--- src/rtl/aclk_pkg.sv ---
`default_nettype none
// ============================================================================
// Module   : aclk_pkg
// Purpose  : Shared types, ASCII constants and the BCD-to-ASCII helper for
//            the alarm-clock display controller.
// Contents : alarm_state_t  - IDLE / ARMED / RINGING / SNOOZE
//            ASC_ZERO, ASC_DASH, ASC_SPACE - LCD character codes
//            bcd_to_ascii() - one BCD nibble to one ASCII byte
// Revision : 1.0 - initial release
// ============================================================================
package aclk_pkg;

    typedef enum logic [1:0] {
        IDLE    = 2'd0,
        ARMED   = 2'd1,
        RINGING = 2'd2,
        SNOOZE  = 2'd3
    } alarm_state_t;

    localparam logic [7:0] ASC_ZERO  = 8'h30;
    localparam logic [7:0] ASC_DASH  = 8'h2D;
    localparam logic [7:0] ASC_SPACE = 8'h20;

    // Digits 0..9 map onto '0'..'9'; any non-BCD nibble shows as '-'.
    function automatic logic [7:0] bcd_to_ascii(input logic [3:0] digit);
        if (digit <= 4'd9) begin
            return ASC_ZERO + {4'h0, digit};
        end
        return ASC_DASH;
    endfunction

endpackage
`default_nettype wire

--- src/rtl/aclk_alarm_fsm.sv ---
`default_nettype none
// ============================================================================
// Module   : aclk_alarm_fsm
// Purpose  : Alarm match detection, four-state alarm FSM and the shared
//            ring/snooze minute counter.
// Ports    : clk, reset_n     - clock, synchronous active-low reset
//            current_time     - current time, BCD
//            time_valid       - current time has been set
//            alarm_reg        - registered alarm time, BCD
//            alarm_valid      - alarm_reg holds a real value
//            load_alarm       - new alarm being captured this cycle
//            minute_tick      - one pulse per minute
//            alarm_off/snooze - user strobes
//            state            - registered FSM state
//            sound_alarm      - registered buzzer enable
// Revision : 1.0 - initial release
// ============================================================================
module aclk_alarm_fsm
    import aclk_pkg::*;
#(
    parameter int unsigned NUM_DIGITS = 4,
    parameter int unsigned RING_MIN   = 1,
    parameter int unsigned SNOOZE_MIN = 5
) (
    input  logic                    clk,
    input  logic                    reset_n,
    input  logic [4*NUM_DIGITS-1:0] current_time,
    input  logic                    time_valid,
    input  logic [4*NUM_DIGITS-1:0] alarm_reg,
    input  logic                    alarm_valid,
    input  logic                    load_alarm,
    input  logic                    minute_tick,
    input  logic                    alarm_off,
    input  logic                    snooze,
    output alarm_state_t            state,
    output logic                    sound_alarm
);

    localparam logic [3:0] C_RING_LAST  = 4'(RING_MIN - 1);
    localparam logic [3:0] C_SNOOZE_LD  = 4'(SNOOZE_MIN);

    alarm_state_t state_q, state_d;
    logic [3:0]   cnt_q, cnt_d;
    logic         match_q;
    logic         sound_q;
    logic         match;
    logic         rise;

    always_comb begin
        match   = time_valid & alarm_valid & (current_time == alarm_reg);
        // Edge-triggered so that silencing the alarm inside the matching
        // minute does not immediately start it again.
        rise    = match & ~match_q;
        state_d = state_q;
        cnt_d   = cnt_q;

        if (load_alarm) begin
            state_d = ARMED;
            cnt_d   = 4'd0;
        end else begin
            case (state_q)
                IDLE: begin
                    if (alarm_valid) begin
                        state_d = ARMED;
                    end
                end
                ARMED: begin
                    if (rise) begin
                        state_d = RINGING;
                        cnt_d   = 4'd0;
                    end
                end
                RINGING: begin
                    if (alarm_off) begin
                        state_d = ARMED;
                    end else if (snooze) begin
                        state_d = SNOOZE;
                        cnt_d   = C_SNOOZE_LD;
                    end else if (minute_tick) begin
                        if (cnt_q == C_RING_LAST) begin
                            state_d = ARMED;
                            cnt_d   = 4'd0;
                        end else begin
                            cnt_d = cnt_q + 4'd1;
                        end
                    end
                end
                SNOOZE: begin
                    if (alarm_off) begin
                        state_d = ARMED;
                    end else if (minute_tick) begin
                        if (cnt_q == 4'd1) begin
                            state_d = RINGING;
                            cnt_d   = 4'd0;
                        end else begin
                            cnt_d = cnt_q - 4'd1;
                        end
                    end
                end
                default: state_d = IDLE;
            endcase
        end
    end

    always_ff @(posedge clk) begin
        if (!reset_n) begin
            state_q <= IDLE;
            cnt_q   <= 4'd0;
            match_q <= 1'b0;
            sound_q <= 1'b0;
        end else begin
            state_q <= state_d;
            cnt_q   <= cnt_d;
            match_q <= match;
            // Registered from the next state so it tracks state_q exactly.
            sound_q <= (state_d == RINGING);
        end
    end

    assign state       = state_q;
    assign sound_alarm = sound_q;

endmodule
`default_nettype wire

--- src/rtl/aclk_display_ctrl.sv ---
`default_nettype none
// ============================================================================
// Module   : aclk_display_ctrl
// Purpose  : Alarm register, alarm FSM wrapper and registered ASCII LCD
//            display mux (alarm time / current time / key entry).
// Ports    : clk, reset_n      - clock, synchronous active-low reset
//            show_a            - display the alarm time
//            show_current_time - display the current time
//            current_time      - BCD current time, MS digit in top nibble
//            time_valid        - current time has been set
//            alarm_time        - new alarm value, BCD
//            load_alarm        - capture alarm_time
//            key               - key-entry buffer, BCD
//            minute_tick       - one pulse per minute
//            alarm_off, snooze - user strobes
//            sound_alarm       - buzzer enable
//            alarm_state       - FSM state
//            display_time      - ASCII digits, MS digit in top byte
// Options  : ACLK_KEY_BLINK_EN - blink the key-entry digits with a
//            half-period of BLINK_CYCLES clocks.
// Revision : 1.0 - initial release
// ============================================================================
module aclk_display_ctrl
    import aclk_pkg::*;
#(
    parameter int unsigned NUM_DIGITS   = 4,
    parameter int unsigned RING_MIN     = 1,
    parameter int unsigned SNOOZE_MIN   = 5,
    parameter int unsigned BLINK_CYCLES = 256
) (
    input  logic                    clk,
    input  logic                    reset_n,
    input  logic                    show_a,
    input  logic                    show_current_time,
    input  logic [4*NUM_DIGITS-1:0] current_time,
    input  logic                    time_valid,
    input  logic [4*NUM_DIGITS-1:0] alarm_time,
    input  logic                    load_alarm,
    input  logic [4*NUM_DIGITS-1:0] key,
    input  logic                    minute_tick,
    input  logic                    alarm_off,
    input  logic                    snooze,
    output logic                    sound_alarm,
    output logic [1:0]              alarm_state,
    output logic [8*NUM_DIGITS-1:0] display_time
);

    localparam int unsigned W = 4 * NUM_DIGITS;

    logic [W-1:0]            alarm_reg_q, alarm_reg_d;
    logic                    alarm_valid_q, alarm_valid_d;
    logic [8*NUM_DIGITS-1:0] disp_q, disp_d;
    logic                    key_mode;
    logic                    key_vis;
    alarm_state_t            fsm_state;

    assign key_mode = ~show_a & ~show_current_time;

    // ------------------------------------------------------------------
    // Alarm register
    // ------------------------------------------------------------------
    always_comb begin
        alarm_reg_d   = alarm_reg_q;
        alarm_valid_d = alarm_valid_q;
        if (load_alarm) begin
            alarm_reg_d   = alarm_time;
            alarm_valid_d = 1'b1;
        end
    end

    always_ff @(posedge clk) begin
        if (!reset_n) begin
            alarm_reg_q   <= '0;
            alarm_valid_q <= 1'b0;
        end else begin
            alarm_reg_q   <= alarm_reg_d;
            alarm_valid_q <= alarm_valid_d;
        end
    end

    // ------------------------------------------------------------------
    // Key-entry blink
    // ------------------------------------------------------------------
`ifdef ACLK_KEY_BLINK_EN
    localparam int unsigned BLINK_W = (BLINK_CYCLES > 1) ? $clog2(BLINK_CYCLES) : 1;
    localparam logic [BLINK_W-1:0] C_BLINK_RELOAD = BLINK_W'(BLINK_CYCLES - 1);

    logic [BLINK_W-1:0] blink_cnt_q, blink_cnt_d;
    logic               vis_q, vis_d;
    logic               key_mode_q;

    always_comb begin
        blink_cnt_d = blink_cnt_q;
        vis_d       = vis_q;
        if (key_mode) begin
            if (!key_mode_q) begin
                // Entering key mode always starts on a full visible phase.
                blink_cnt_d = C_BLINK_RELOAD;
                vis_d       = 1'b1;
            end else if (blink_cnt_q == '0) begin
                blink_cnt_d = C_BLINK_RELOAD;
                vis_d       = ~vis_q;
            end else begin
                blink_cnt_d = blink_cnt_q - 1'b1;
            end
        end
    end

    always_ff @(posedge clk) begin
        if (!reset_n) begin
            blink_cnt_q <= C_BLINK_RELOAD;
            vis_q       <= 1'b1;
            key_mode_q  <= 1'b0;
        end else begin
            blink_cnt_q <= blink_cnt_d;
            vis_q       <= vis_d;
            key_mode_q  <= key_mode;
        end
    end

    // Next-phase value so the registered display changes on the same edge
    // as the visibility bit.
    assign key_vis = vis_d;
`else
    assign key_vis = 1'b1;

    // BLINK_CYCLES has no effect when blinking is compiled out.
    if (BLINK_CYCLES == 0) begin : g_blink_unused
    end
`endif

    // ------------------------------------------------------------------
    // Display mux and ASCII encode
    // ------------------------------------------------------------------
    always_comb begin
        disp_d = '0;
        for (int i = 0; i < NUM_DIGITS; i++) begin
            case ({show_a, show_current_time})
                2'b10: disp_d[8*i +: 8] = alarm_valid_q ? bcd_to_ascii(alarm_reg_q[4*i +: 4])
                                                        : ASC_DASH;
                2'b01: disp_d[8*i +: 8] = time_valid ? bcd_to_ascii(current_time[4*i +: 4])
                                                     : ASC_DASH;
                2'b00: disp_d[8*i +: 8] = key_vis ? bcd_to_ascii(key[4*i +: 4])
                                                  : ASC_SPACE;
                default: disp_d[8*i +: 8] = ASC_ZERO;
            endcase
        end
    end

    always_ff @(posedge clk) begin
        if (!reset_n) begin
            disp_q <= {NUM_DIGITS{ASC_ZERO}};
        end else begin
            disp_q <= disp_d;
        end
    end

    // ------------------------------------------------------------------
    // Alarm FSM
    // ------------------------------------------------------------------
    aclk_alarm_fsm #(
        .NUM_DIGITS (NUM_DIGITS),
        .RING_MIN   (RING_MIN),
        .SNOOZE_MIN (SNOOZE_MIN)
    ) u_alarm_fsm (
        .clk          (clk),
        .reset_n      (reset_n),
        .current_time (current_time),
        .time_valid   (time_valid),
        .alarm_reg    (alarm_reg_q),
        .alarm_valid  (alarm_valid_q),
        .load_alarm   (load_alarm),
        .minute_tick  (minute_tick),
        .alarm_off    (alarm_off),
        .snooze       (snooze),
        .state        (fsm_state),
        .sound_alarm  (sound_alarm)
    );

    assign alarm_state  = fsm_state;
    assign display_time = disp_q;

endmodule
`default_nettype wire

--- config.mk ---
export PLATFORM = sky130hd
export DESIGN_NAME = aclk_display_ctrl
export DESIGN_NICKNAME = d
export VERILOG_FILES = /design/src/rtl/aclk_pkg.sv /design/src/rtl/aclk_alarm_fsm.sv /design/src/rtl/aclk_display_ctrl.sv
export SDC_FILE = /design/constraint.sdc
export NUM_CORES = 1
export LEC_CHECK = 0
export CORE_ASPECT_RATIO = 1.25
export CORE_MARGIN = 1
export CORE_UTILIZATION = 50
export DETAILED_ROUTE_END_ITERATION = 7
export GPL_TIMING_DRIVEN = 0
export PLACE_DENSITY = 0.86
export SLEW_MARGIN = 20
export SYNTH_ARGS = -nofsm -noshare
export SYNTH_HDL_FRONTEND = slang
export SYNTH_HIERARCHICAL = 1
export SYNTH_SLANG_ARGS = --single-unit
--- constraint.sdc ---
create_clock -name clk -period 3.43 [get_ports clk]
set_input_delay 1.029 -clock clk [delete_from_list [all_inputs] [get_ports clk]]
set_output_delay 1.029 -clock clk [all_outputs]
set_load 0.005 [all_outputs]
==> results.sh <==
export IMPL_relSlewSlack_pct=59.9
export IMPL_hold_viol=0
export IMPL_ant_nets=0
export IMPL_clock_tree_buffer_depth=2
export IMPL_ios=92
export IMPL_postSynthCellCount=319
export IMPL_end_kind="register"
export IMPL_wl_per_cell_um=16.6
export IMPL_synth_warnings=6
export IMPL_rows=30
export IMPL_max_stage_delay_ps=610
export IMPL_clkLatencyLatePin_ps=300
export IMPL_cp_cell_sequence="clkdlybuf4s50_1 > xnor2_1 > nand4_1 > a211oi_2 > nand4_2 > nand2_4 > mux2i_1"
export IMPL_first_pass_iters=5
export IMPL_arrival_ps=2730
export IMPL_fin_crit_sh_pct=73.0
export IMPL_drt_initial_drc_count=284
export IMPL_io_buffers=78
export IMPL_hold_path_class="reg -> reg"
export IMPL_final_common_cell="clkdlybuf4s50_1"
export IMPL_synth_seq_area_share_pct=32.2
export IMPL_drive_gt1_share_pct=13.5
export IMPL_setup_viol=0
export IMPL_total_power_mw=1.29
export IMPL_worstPathRequired_ps=3660
export IMPL_coreArea_mm2=0.00541
export IMPL_area_delta_synth_final_pct=36.4
export IMPL_clockRootBuffer="clkbuf_8"
export IMPL_place_congestion=0.957
export IMPL_synth_seq_cells=45
export IMPL_num_vias=2774
export IMPL_async_flop_share_pct=0
export IMPL_syn_area_per_cell_um2=8.78
export IMPL_routed_via_density=5.79
export IMPL_clock_fmax_mhz=399
export IMPL_htree_num_levels=2
export IMPL_combPwrFrac_pct=22.9
export IMPL_synth_edf_count=0
export IMPL_fin_util_pct=70.7
export IMPL_wl_met2_mm=3.86
export IMPL_die_area_mm2=0.00591
export IMPL_path_buf_inv=1
export IMPL_cp_max_fo=5
export IMPL_dr_wl_met3_um=637
export IMPL_antenna_found_initial=0
export IMPL_cts_hold_buffers=0
export IMPL_start_kind="input port"
export IMPL_wl_met1_mm=3.24
export IMPL_leakagePower_nw=1.47
export IMPL_placedCellCount=471
export IMPL_grt_pass1_vias=2671
export IMPL_n_antenna_cell=0
export IMPL_ys_dominant_reg_cell="dfxtp_1"
export IMPL_peakVddDrop_mv=0.335
export IMPL_grt_ovfl_total=0
export IMPL_die_w_um=69.0
export IMPL_fin_skew_ps=7.62
export IMPL_cts_setup_buffers=0
export IMPL_drc=0
export IMPL_power_frac_clock_pct=32.5
export IMPL_grt_use_total_pct=28.3
export IMPL_grt_setup_unrepaired="no"
export IMPL_hpwl_mm=6.06
export IMPL_path_class="in -> reg"
export IMPL_grt_start_max_net_pins=15
export IMPL_dpl_cell_area_mm2=0.00370
export IMPL_fin_tns_setup_ps=0
export IMPL_synth_distinct_cells=59
export IMPL_cap_violations=0
export IMPL_crit_family="buffers and inverters"
export IMPL_finalWirelength_mm=7.93
export IMPL_fin_area_mm2=0.00382
export IMPL_synth_area_mm2=0.00280
export IMPL_stdcell_count=479
export IMPL_final_nets=474
export IMPL_intPower_uw=954
export IMPL_swShare_pct=25.9
export IMPL_die_h_um=85.7
export IMPL_power_switching_uw=334
export IMPL_tightest_slew_ps=600
export IMPL_clock_sinks=45
export IMPL_post_cts_resized=0
export IMPL_cts_tree="built"
export IMPL_clk_pin_slew_ps=80
export IMPL_min_period_ps=2500
export IMPL_seqPwrFrac_pct=44.7
export IMPL_slowest_stage="clkdlybuf4s50_1"
export IMPL_cts_buffers=5
export IMPL_power_density_mw_per_mm2=337
export IMPL_routed_top_layer="met4"
export IMPL_n_fill_cell=447
export IMPL_final_cell_mix="clkdlybuf4s50_1 (78), dfxtp_1 (45), nor2_1 (23), mux2i_1 (20)"
export IMPL_grt_pass1_wl_mm=12.7
export IMPL_status="finished, final reports clean"
export IMPL_maxSlewViolCount=0
export IMPL_start_util_pct=51.8
registers in the layout (all words and copies together), names as in the netlist:
register and cells:
display_time 20, alarm_reg_q 16, u_alarm_fsm/cnt_q 4, u_alarm_fsm/state 2, alarm_valid_q 1, u_alarm_fsm/match_q 1
u_alarm_fsm/sound_alarm 1
power by group through the flow:
stage / combinational [mW] / clock (mW) / sequential, mW
finish: 0.295 / 0.418 / 0.575
global route: 0.317 / 0.450 / 0.579
CTS: 0.291 / 0.428 / 0.575
detailed placement: 0.289 / 0 / 0.586
global placement: 0.287 / 0 / 0.585
floorplan: 0.144 / 0 / 0.582
cell type report:
cell class                      instances  area [um^2]  share of cell area [%]
Sequential cell                        45          901                    23.6
Inverter                               14         52.6                    1.38
Timing Repair Buffer                   78          781                    20.4
Multi-Input combinational cell        243         1690                    44.2
Clock buffer                            6         82.6                    2.16
Clock inverter                          2         37.5                   0.983
Tap cell                               64         80.1                    2.10
Buffer                                 27          199                    5.21
synth_stat cells, types with 2 or more instances:
cell      instances  share of area, %
buf_6             4               1.6
a32o_1            4               1.4
nand2_4           2              0.80
ha_1              3               1.3
nor2b_1          19               4.2
nand3_1           2              0.36
o21a_1            4               1.1
nand2_1          19               2.5
o21ai_0          16               2.9
nand4b_1          5               1.6
a21oi_1          12               2.1
nor3_1            3              0.54
nor3b_1           2              0.54
buf_4            17               4.6
conb_1            2              0.27
o21ai_1           3              0.54
dfxtp_1          45                32
a211oi_1          5               1.3
and2_1            2              0.45
mux2i_1          20               7.1
a22oi_1           7               1.9
xor2_1            6               1.9
nor3b_2           2              0.89
a211o_1           4               1.3
inv_1            13               1.7
nand3b_1         13               3.5
nor2_2            5               1.1
a31oi_1           9               2.0
o22a_1            2              0.63
nand4_1           2              0.45
buf_2             3              0.54
a22o_1            3              0.94
nor4_1            2              0.45
nor2_1           23               3.1
clkbuf_1          3              0.40
xnor2_1           9               2.8
nand2_2           2              0.45
routing by layer:
metal,global-route usage (%),vias to the layer above
li1,-,1304
met1,36.4,1294
met2,45.7,149
met3,5.05,27
met4,11.1,0
met5,0,-
kinds of logic (layout without fill, tap and decap cells):
group           Yosys count  after routing  share of synthesized area [%]
simple gates            111            111                           24.5
compound gates           81             81                           20.5
flops                    45             45                           32.2
buf+inv                  41            127                           8.98
mux                      21             21                           7.55
xor+xnor                 15             15                           4.69
fa+ha+maj                 3              3                           1.34
other cells               2             12                          0.268
final timing paths:
kind | startpoint | end | slack, ps | cells past startpoint
max | current_time[15] | u_alarm_fsm/cnt_q[1]$_SDFFE_PP0P_ | 930 | 7
min | u_alarm_fsm/cnt_q[1]$_SDFFE_PP0P_ | u_alarm_fsm/cnt_q[1]$_SDFFE_PP0P_ | 540 | 2
max reg2reg | alarm_reg_q[3]$_SDFFE_PN0P_ | u_alarm_fsm/cnt_q[1]$_SDFFE_PP0P_ | 1790 | 6
min reg2reg | u_alarm_fsm/cnt_q[1]$_SDFFE_PP0P_ | u_alarm_fsm/cnt_q[1]$_SDFFE_PP0P_ | 540 | 2
worst min-delay path, delay by kind of cell, from the launching register on:
family        cells  cell delay [ps]
flops             1              360
simple gates      1               70
mux               1               60
metrics by stage:
stage,hold slack [ps],setup WS [ps]
after floorplan,477,1410
after global placement,511,675
after detailed placement,526,658
after CTS,538,967
after global routing,568,857
final,542,925
Power figures use the tool's default switching activity.
